**src/rtl/mips_data_mem_if.sv**
```systemverilog
// Request/response bus of the MIPS data memory.
// master drives requests; slave answers with a one-cycle rvalid pulse.
// Request is valid only while ready=1; there is no other back-pressure.
interface mips_data_mem_if;
    logic        req;
    logic        we;
    logic [1:0]  size;
    logic        sign_ext;
    logic [31:0] address;
    logic [31:0] write_data;
    logic        ready;
    logic        rvalid;
    logic [31:0] read_data;
    logic        err;

    modport slave (
        input  req, we, size, sign_ext, address, write_data,
        output ready, rvalid, read_data, err
    );

    modport master (
        output req, we, size, sign_ext, address, write_data,
        input  ready, rvalid, read_data, err
    );
endinterface

```
**src/rtl/mips_data_mem.sv**
```systemverilog
// Byte-addressed MIPS data memory: byte/halfword/word loads and stores, fault detection.
// Latency: response (rvalid/read_data/err) one cycle after an accepted request.
// Backpressure: ready=0 only during the DEPTH-cycle INIT clear; in RUN every request is taken.
module mips_data_mem #(
    parameter  int DEPTH = 64,
    localparam int AW    = $clog2(DEPTH)
) (
    input  logic           clk,
    input  logic           startin,
    mips_data_mem_if.slave bus
);

    typedef enum logic {INIT, RUN} state_t;

    state_t          state_q, state_d;
    logic [AW-1:0]   clr_q, clr_d;
    logic            ready;

    logic [31:0]     mem_q [DEPTH];

    logic            rvalid_q, rvalid_d;
    logic            err_q, err_d;
    logic [31:0]     rdata_q, rdata_d;

    logic            accept;
    logic            fault;
    logic [AW-1:0]   idx;
    logic [1:0]      lane;
    logic [3:0]      wbe;
    logic [31:0]     wdat;
    logic [31:0]     word_v;
    logic [7:0]      byte_v;
    logic [15:0]     half_v;
    logic [31:0]     ld_val;

    // State register and clear counter; reset always restarts the clear sweep.
    always_ff @(posedge clk) begin
        if (!startin) begin
            state_q <= INIT;
            clr_q   <= '0;
        end else begin
            state_q <= state_d;
            clr_q   <= clr_d;
        end
    end

    // Next state: INIT walks every word index once, then RUN forever.
    always_comb begin
        state_d = state_q;
        clr_d   = clr_q;
        ready   = 1'b0;
        case (state_q)
            INIT: begin
                clr_d = clr_q + 1'b1;
                if (clr_q == AW'(DEPTH - 1)) begin
                    state_d = RUN;
                    clr_d   = '0;
                end
            end
            RUN: begin
                ready = 1'b1;
            end
            default: state_d = INIT;
        endcase
    end

    assign bus.ready = ready;
    assign accept    = bus.req && ready;
    assign idx       = bus.address[AW+1:2];
    assign lane      = bus.address[1:0];

    // Request decode: fault checks, store lane enables and lane-replicated store data.
    always_comb begin
        fault = (bus.address >= 32'(4 * DEPTH));
        wbe   = 4'b0000;
        wdat  = bus.write_data;
        case (bus.size)
            2'b00: begin
                wbe  = 4'b0001 << lane;
                wdat = {4{bus.write_data[7:0]}};
            end
            2'b01: begin
                if (lane[0]) fault = 1'b1;
                wbe  = lane[1] ? 4'b1100 : 4'b0011;
                wdat = {2{bus.write_data[15:0]}};
            end
            2'b10: begin
                if (lane != 2'b00) fault = 1'b1;
                wbe  = 4'b1111;
            end
            default: fault = 1'b1;
        endcase
    end

    // Load formatting: pick the addressed lane(s), right-align, extend.
    always_comb begin
        word_v = mem_q[idx];
        byte_v = 8'(word_v >> {lane, 3'b000});
        half_v = lane[1] ? word_v[31:16] : word_v[15:0];
        case (bus.size)
            2'b00:   ld_val = bus.sign_ext ? {{24{byte_v[7]}}, byte_v} : {24'b0, byte_v};
            2'b01:   ld_val = bus.sign_ext ? {{16{half_v[15]}}, half_v} : {16'b0, half_v};
            default: ld_val = word_v;
        endcase
    end

    // Response next-state: data only for good loads, zeros otherwise.
    always_comb begin
        rvalid_d = accept;
        err_d    = accept && fault;
        rdata_d  = '0;
        if (accept && !fault && !bus.we) rdata_d = ld_val;
    end

    // Response registers; reset drops any pending response.
    always_ff @(posedge clk) begin
        if (!startin) begin
            rvalid_q <= 1'b0;
            err_q    <= 1'b0;
            rdata_q  <= '0;
        end else begin
            rvalid_q <= rvalid_d;
            err_q    <= err_d;
            rdata_q  <= rdata_d;
        end
    end

    assign bus.rvalid    = rvalid_q;
    assign bus.err       = err_q;
    assign bus.read_data = rdata_q;

    // Memory array: INIT zeroes one word per cycle, RUN applies good stores lane by lane.
    always_ff @(posedge clk) begin
        if (startin) begin
            if (state_q == INIT) begin
                mem_q[clr_q] <= '0;
            end else if (accept && bus.we && !fault) begin
                for (int k = 0; k < 4; k++) begin
                    if (wbe[k]) mem_q[idx][8*k +: 8] <= wdat[8*k +: 8];
                end
            end
        end
    end

endmodule

```
**src/flat_wrapper.sv**
```systemverilog
// flat-port wrapper written by rule: the top's interface ports become plain ports
module mips_data_mem_flat 
#(
    parameter  int DEPTH = 64,
    localparam int AW    = $clog2(DEPTH)
)
  (clk, startin, bus_req, bus_we, bus_size, bus_sign_ext, bus_address, bus_write_data, bus_ready, bus_rvalid, bus_read_data, bus_err);
  mips_data_mem_if bus_i ();
  input  logic clk;
  input  logic startin;
  input wire logic [$bits(bus_i.req)-1:0] bus_req;
  input wire logic [$bits(bus_i.we)-1:0] bus_we;
  input wire logic [$bits(bus_i.size)-1:0] bus_size;
  input wire logic [$bits(bus_i.sign_ext)-1:0] bus_sign_ext;
  input wire logic [$bits(bus_i.address)-1:0] bus_address;
  input wire logic [$bits(bus_i.write_data)-1:0] bus_write_data;
  output wire logic [$bits(bus_i.ready)-1:0] bus_ready;
  output wire logic [$bits(bus_i.rvalid)-1:0] bus_rvalid;
  output wire logic [$bits(bus_i.read_data)-1:0] bus_read_data;
  output wire logic [$bits(bus_i.err)-1:0] bus_err;
  assign bus_i.req = bus_req;
  assign bus_i.we = bus_we;
  assign bus_i.size = bus_size;
  assign bus_i.sign_ext = bus_sign_ext;
  assign bus_i.address = bus_address;
  assign bus_i.write_data = bus_write_data;
  assign bus_ready = bus_i.ready;
  assign bus_rvalid = bus_i.rvalid;
  assign bus_read_data = bus_i.read_data;
  assign bus_err = bus_i.err;
  mips_data_mem #(.DEPTH(DEPTH)) u_core (.clk(clk), .startin(startin), .bus(bus_i));
endmodule
```
**config.mk**
```make
export PLATFORM = sky130hd
export DESIGN_NAME = mips_data_mem_flat
export DESIGN_NICKNAME = d
export VERILOG_FILES = /design/src/rtl/mips_data_mem_if.sv /design/src/rtl/mips_data_mem.sv /design/src/flat_wrapper.sv
export SDC_FILE = /design/constraint.sdc
export NUM_CORES = 2
export LEC_CHECK = 0
export CAP_MARGIN = 30
export CORE_MARGIN = 2
export CORE_UTILIZATION = 43
export DETAILED_ROUTE_END_ITERATION = 12
export GPL_TIMING_DRIVEN = 0
export HOLD_SLACK_MARGIN = 0.1
export PLACE_DENSITY = 0.62
export SLEW_MARGIN = 20
export SYNTH_ARGS = -nofsm -noshare
export SYNTH_HDL_FRONTEND = slang
export SYNTH_SLANG_ARGS = --single-unit
```
**constraint.sdc**
```tcl
create_clock -name clk -period 11.1 [get_ports clk]
set_input_delay 2.22 -clock clk [delete_from_list [all_inputs] [get_ports clk]]
set_output_delay 2.22 -clock clk [all_outputs]
set_load 0.02 [all_outputs]
```
==> impl_metrics.prom <==
# TYPE chip_impl_metric gauge
chip_impl_metric{name="post_synth_mux_area_share",unit=""} 0.177
chip_impl_metric{name="r2r_setup_slack",unit="ns"} 5.83
chip_impl_info{name="dominantRegCellSynth",value="sky130_fd_sc_hd__edfxtp_1"} 1
chip_impl_metric{name="fin_ws",unit="ns"} 3.40
chip_impl_metric{name="dieWidth",unit="um"} 441
chip_impl_info{name="critical_path.startpoint_type",value="input port"} 1
chip_impl_metric{name="hold_depth",unit=""} 2
chip_impl_metric{name="syn_area",unit="um2"} 82200
chip_impl_metric{name="post_route_cells_drive_above_1_share",unit=""} 0.397
chip_impl_metric{name="finalHoldViolCount",unit=""} 0
chip_impl_metric{name="drt.antenna.violating_nets",unit=""} 0
chip_impl_metric{name="total_via_count_in_the_routed_design",unit=""} 46700
chip_impl_info{name="path_cells",value="clkdlybuf4s50_1, buf_2, buf_4, buf_2, buf_2, clkbuf_2, mux2i_1, clkbuf_1, clkbuf_1, nor4_2, buf_4, buf_4"} 1
chip_impl_metric{name="grt_usage",unit=""} 0.285
chip_impl_metric{name="syn_inst",unit=""} 3725
chip_impl_metric{name="setup_viol",unit=""} 0
chip_impl_metric{name="power.density_cell_area",unit="nW/um2"} 164
chip_impl_metric{name="floorplan.die.height",unit="um"} 441
chip_impl_metric{name="max-vdd-ir-drop",unit="uV"} 133
chip_impl_metric{name="total_neg_setup_slack",unit="ns"} 0
chip_impl_metric{name="stdcell_count",unit=""} 7272
chip_impl_info{name="crit-reg2reg-capture",value="u_core.mem_q[14][22]"} 1
chip_impl_info{name="worst_setup_path_end_kind",value="register"} 1
chip_impl_metric{name="clock.fmax",unit="GHz"} 0.130
chip_impl_metric{name="route.final.wire_length",unit="mm"} 277
chip_impl_metric{name="clock_transition_at_the_registers_of_the_reported_paths",unit="ns"} 0.06
chip_impl_metric{name="seq_area_frac_synth",unit=""} 0.758
chip_impl_metric{name="postSynthAreaPerCell",unit="um2"} 22.1
chip_impl_metric{name="pre_cts_ws",unit="ns"} 2.78
chip_impl_metric{name="synth_edf_count",unit=""} 2048
chip_impl_metric{name="coreArea",unit="um2"} 190000
chip_impl_info{name="grt_setup_unrepaired",value="false"} 1
chip_impl_metric{name="cp_data_required_time",unit="ns"} 11.66
chip_impl_metric{name="worstPathArrival",unit="ns"} 8.26
chip_impl_metric{name="post_drt_via_cell_ratio",unit=""} 6.42
chip_impl_metric{name="nets",unit=""} 4651
chip_impl_metric{name="vias_in_the_first_global_route",unit=""} 45600
chip_impl_metric{name="hold_buffers",unit=""} 0
chip_impl_metric{name="wl_per_cell",unit="um"} 38.1
chip_impl_metric{name="count_of_buffers_added_by_post_cts_timing_repair_for_setup",unit=""} 0
chip_impl_metric{name="ios",unit=""} 106
chip_impl_metric{name="yosys_warnings",unit=""} 0
chip_impl_info{name="critical_path.slowest_cell",value="sky130_fd_sc_hd__clkdlybuf4s50_1"} 1
chip_impl_metric{name="dr.first_iter.drc_count",unit=""} 7219
chip_impl_metric{name="total_leakage_power",unit="nW"} 31.4
chip_impl_metric{name="clock-sinks",unit=""} 2089
chip_impl_metric{name="place_hpwl",unit="mm"} 201
chip_impl_metric{name="cts_buf_count",unit=""} 208
chip_impl_info{name="synth_top_family_by_area",value="multiplexers"} 1
chip_impl_metric{name="synth.net_count",unit=""} 3801
chip_impl_info{name="status",value="finished clean"} 1
chip_impl_metric{name="drc_errors",unit=""} 0
chip_impl_info{name="criticalPathCategory",value="in2reg"} 1
chip_impl_metric{name="xor_xnor_portion_of_the_synthesized_cell_area",unit=""} 0.000213
chip_impl_metric{name="overflow",unit=""} 0
chip_impl_metric{name="cts-root-to-sink-buffers",unit=""} 3
chip_impl_metric{name="synth-seq-cells",unit=""} 2089
chip_impl_metric{name="grt_start_max_net_pins",unit=""} 54
chip_impl_metric{name="report.power.total",unit="W"} 0.0163
chip_impl_info{name="holdCritPathClass",value="reg2reg"} 1
chip_impl_info{name="rr_startpoint",value="u_core.state_q"} 1
chip_impl_info{name="final_cell_mix",value="2048 x sky130_fd_sc_hd__edfxtp_1, 619 x sky130_fd_sc_hd__mux4_2, 335 x sky130_fd_sc_hd__buf_2, 256 x sky130_fd_sc_hd__nor4_2, 210 x sky130_fd_sc_hd__clkbuf_16"} 1
chip_impl_metric{name="floorplan.die_area",unit="um2"} 195000
chip_impl_metric{name="final-max-slew-violation-count",unit=""} 0
chip_impl_metric{name="router_iterations_before_antenna_repair",unit=""} 6
chip_impl_metric{name="worstSkewPairLatency",unit="ns"} 0.85
chip_impl_metric{name="timing.final.crit_period",unit="ns"} 7.70
chip_impl_info{name="mostFrequentLayoutCell",value="sky130_fd_sc_hd__edfxtp_1"} 1
chip_impl_info{name="worstHoldStart",value="u_core.clr_q[1]"} 1
chip_impl_metric{name="transition_time_of_the_tightest_slew_check_pin",unit="ns"} 1.30
chip_impl_metric{name="placement.io_buffers",unit=""} 105
chip_impl_metric{name="ys_async_sr_fraction",unit=""} 0
chip_impl_metric{name="crit_fanout",unit=""} 10
chip_impl_metric{name="floorplan.initialDensity",unit=""} 0.433
chip_impl_metric{name="clock-skew-final",unit="ns"} 0.0241
chip_impl_metric{name="synth_simple_gate_area_share",unit=""} 0.0319
chip_impl_metric{name="maxCapViolations",unit=""} 0
chip_impl_info{name="root_buffer",value="sky130_fd_sc_hd__clkbuf_16"} 1
chip_impl_metric{name="worst_path_largest_cell_delay",unit="ns"} 0.84
chip_impl_metric{name="worst-r2r-cell-count",unit=""} 12
chip_impl_metric{name="cts.repair.resized",unit=""} 0
chip_impl_metric{name="wire_length_of_the_first_global_routing_pass",unit="mm"} 375
chip_impl_metric{name="place_congestion",unit=""} 1.12
chip_impl_metric{name="ctsHtreeMaxLevel",unit=""} 4
chip_impl_metric{name="post-route-period-util",unit=""} 0.693
chip_impl_metric{name="rows",unit=""} 160
chip_impl_metric{name="area_growth",unit="%"} 21.1
chip_impl_info{name="cts_tree",value="yes"} 1
chip_impl_info{name="hold_end",value="u_core.clr_q[1]"} 1
chip_impl_metric{name="synth-compound-area-share",unit=""} 0.0144
chip_impl_metric{name="number_of_antenna_violations_at_the_first_check_in_global_routing",unit=""} 9
chip_impl_metric{name="slew_headroom",unit=""} 0.131
chip_impl_metric{name="dpl.cell_count",unit=""} 6845
chip_impl_metric{name="yosys.area_share.adder",unit=""} 0.000761
chip_impl_metric{name="synth_cell_types",unit=""} 59
-- routing by layer --
| layer | vias up | global-route usage | wire (um) |
|---|---|---|---|
| li1 | 17800 | - | - |
| met1 | 24900 | 0.373 | 102000 |
| met2 | 3253 | 0.438 | 127000 |
| met3 | 752 | 0.0833 | 31200 |
| met4 | 6 | 0.141 | 17000 |
| met5 | - | 0.00293 | 166 |
-- flip-flops by register name, indices dropped and copies added, names as in the netlist --
register / cells
u_core.bus.err: 1
u_core.state_q: 1
u_core.mem_q: 2048
u_core.clr_q: 6
u_core.bus.read_data: 32
u_core.bus.rvalid: 1
-- critical path: cells and delay by family --
| kind | cells | cell delay [ns] |
|---|---|---|
| simple gates | 1 | 0.80 |
| mux | 1 | 0.20 |
| buf+inv | 10 | 4.99 |
-- through the flow --
step           area (um2)   util  hold WS (ns)
6_report            99500  0.524         0.632
5_1_grt             99500  0.524         0.692
4_1_cts             99100  0.521         0.625
3_5_place_dp        92400  0.486         0.616
3_3_place_gp        86400  0.455         0.588
2_1_floorplan       82200      -         0.543
-- cell families after synthesis --
group,count (synthesis)
flops,2089
mux,675
simple gates,479
buf+inv,301
compound gates,174
fa+ha+maj,5
xor+xnor,2
-- area by class of cell --
class,instances,area (um2)
clock buffers,265,5490
repair buffers,640,5530
fillers,14600,90500
well taps,2511,3140
flip-flops and latches,2089,62300
inverters,15,56.3
multi-input cells,1335,20300
diodes,11,27.5
plain buffers,286,1420
clock inverters,120,1180
-- worst max path at each step --
stage                   start                   end  slack (ns)  depth (start not counted)
6_report       bus_address[4]   u_core.mem_q[44][5]        3.40                         12
5_1_grt           bus_size[1]  u_core.mem_q[42][18]        3.58                         15
4_1_cts        bus_address[4]   u_core.mem_q[44][6]        3.69                         12
3_5_place_dp   bus_address[4]   u_core.mem_q[44][5]        2.78                         12
3_3_place_gp   bus_address[5]  u_core.mem_q[27][10]        0.27                          9
2_1_floorplan     bus_size[1]   u_core.mem_q[0][27]        4.34                         10
-- synthesized netlist by cell type (2+ instances only) --
| cell | n | area, um2 |
|---|---|---|
| sky130_fd_sc_hd__a211o_1 | 4 | 35.0 |
| sky130_fd_sc_hd__a211oi_1 | 7 | 52.6 |
| sky130_fd_sc_hd__a21oi_1 | 34 | 170 |
| sky130_fd_sc_hd__a221oi_1 | 2 | 17.5 |
| sky130_fd_sc_hd__a221oi_2 | 2 | 30.0 |
| sky130_fd_sc_hd__a22o_1 | 2 | 17.5 |
| sky130_fd_sc_hd__a22oi_1 | 31 | 233 |
| sky130_fd_sc_hd__a2bb2oi_1 | 6 | 52.6 |
| sky130_fd_sc_hd__a311oi_1 | 2 | 17.5 |
| sky130_fd_sc_hd__a31oi_1 | 26 | 163 |
| sky130_fd_sc_hd__and2_1 | 15 | 93.8 |
| sky130_fd_sc_hd__and3_1 | 2 | 12.5 |
| sky130_fd_sc_hd__buf_1 | 32 | 120 |
| sky130_fd_sc_hd__buf_2 | 36 | 180 |
| sky130_fd_sc_hd__buf_4 | 20 | 150 |
| sky130_fd_sc_hd__buf_6 | 19 | 214 |
| sky130_fd_sc_hd__clkbuf_1 | 177 | 664 |
| sky130_fd_sc_hd__dfxtp_1 | 41 | 821 |
| sky130_fd_sc_hd__edfxtp_1 | 2048 | 61500 |
| sky130_fd_sc_hd__ha_1 | 5 | 62.6 |
| sky130_fd_sc_hd__inv_1 | 14 | 52.6 |
| sky130_fd_sc_hd__mux2_2 | 12 | 135 |
| sky130_fd_sc_hd__mux2i_1 | 42 | 420 |
| sky130_fd_sc_hd__mux4_1 | 2 | 52.6 |
| sky130_fd_sc_hd__mux4_2 | 619 | 13900 |
| sky130_fd_sc_hd__nand2_1 | 91 | 342 |
| sky130_fd_sc_hd__nand2b_1 | 5 | 31.3 |
| sky130_fd_sc_hd__nand3_1 | 20 | 100 |
| sky130_fd_sc_hd__nand4_1 | 2 | 12.5 |
| sky130_fd_sc_hd__nor2_1 | 47 | 176 |
| sky130_fd_sc_hd__nor2b_1 | 10 | 62.6 |
| sky130_fd_sc_hd__nor3_1 | 12 | 60.1 |
| sky130_fd_sc_hd__nor4_1 | 262 | 1640 |
| sky130_fd_sc_hd__o211ai_1 | 10 | 75.1 |
| sky130_fd_sc_hd__o21a_1 | 5 | 37.5 |
| sky130_fd_sc_hd__o21ai_0 | 15 | 75.1 |
| sky130_fd_sc_hd__o221ai_1 | 3 | 26.3 |
| sky130_fd_sc_hd__o22ai_1 | 17 | 106 |
| sky130_fd_sc_hd__or2_2 | 5 | 31.3 |
| sky130_fd_sc_hd__or3_1 | 2 | 12.5 |
-- where the power goes --
part | switching [W] | total (W) | internal [W]
Clock | 0.00305 | 0.00697 | 0.00393
Sequential | 0.00000548 | 0.00855 | 0.00854
Combinational | 0.000570 | 0.000814 | 0.000244
Note: power is estimated with default switching activity, not from simulation.
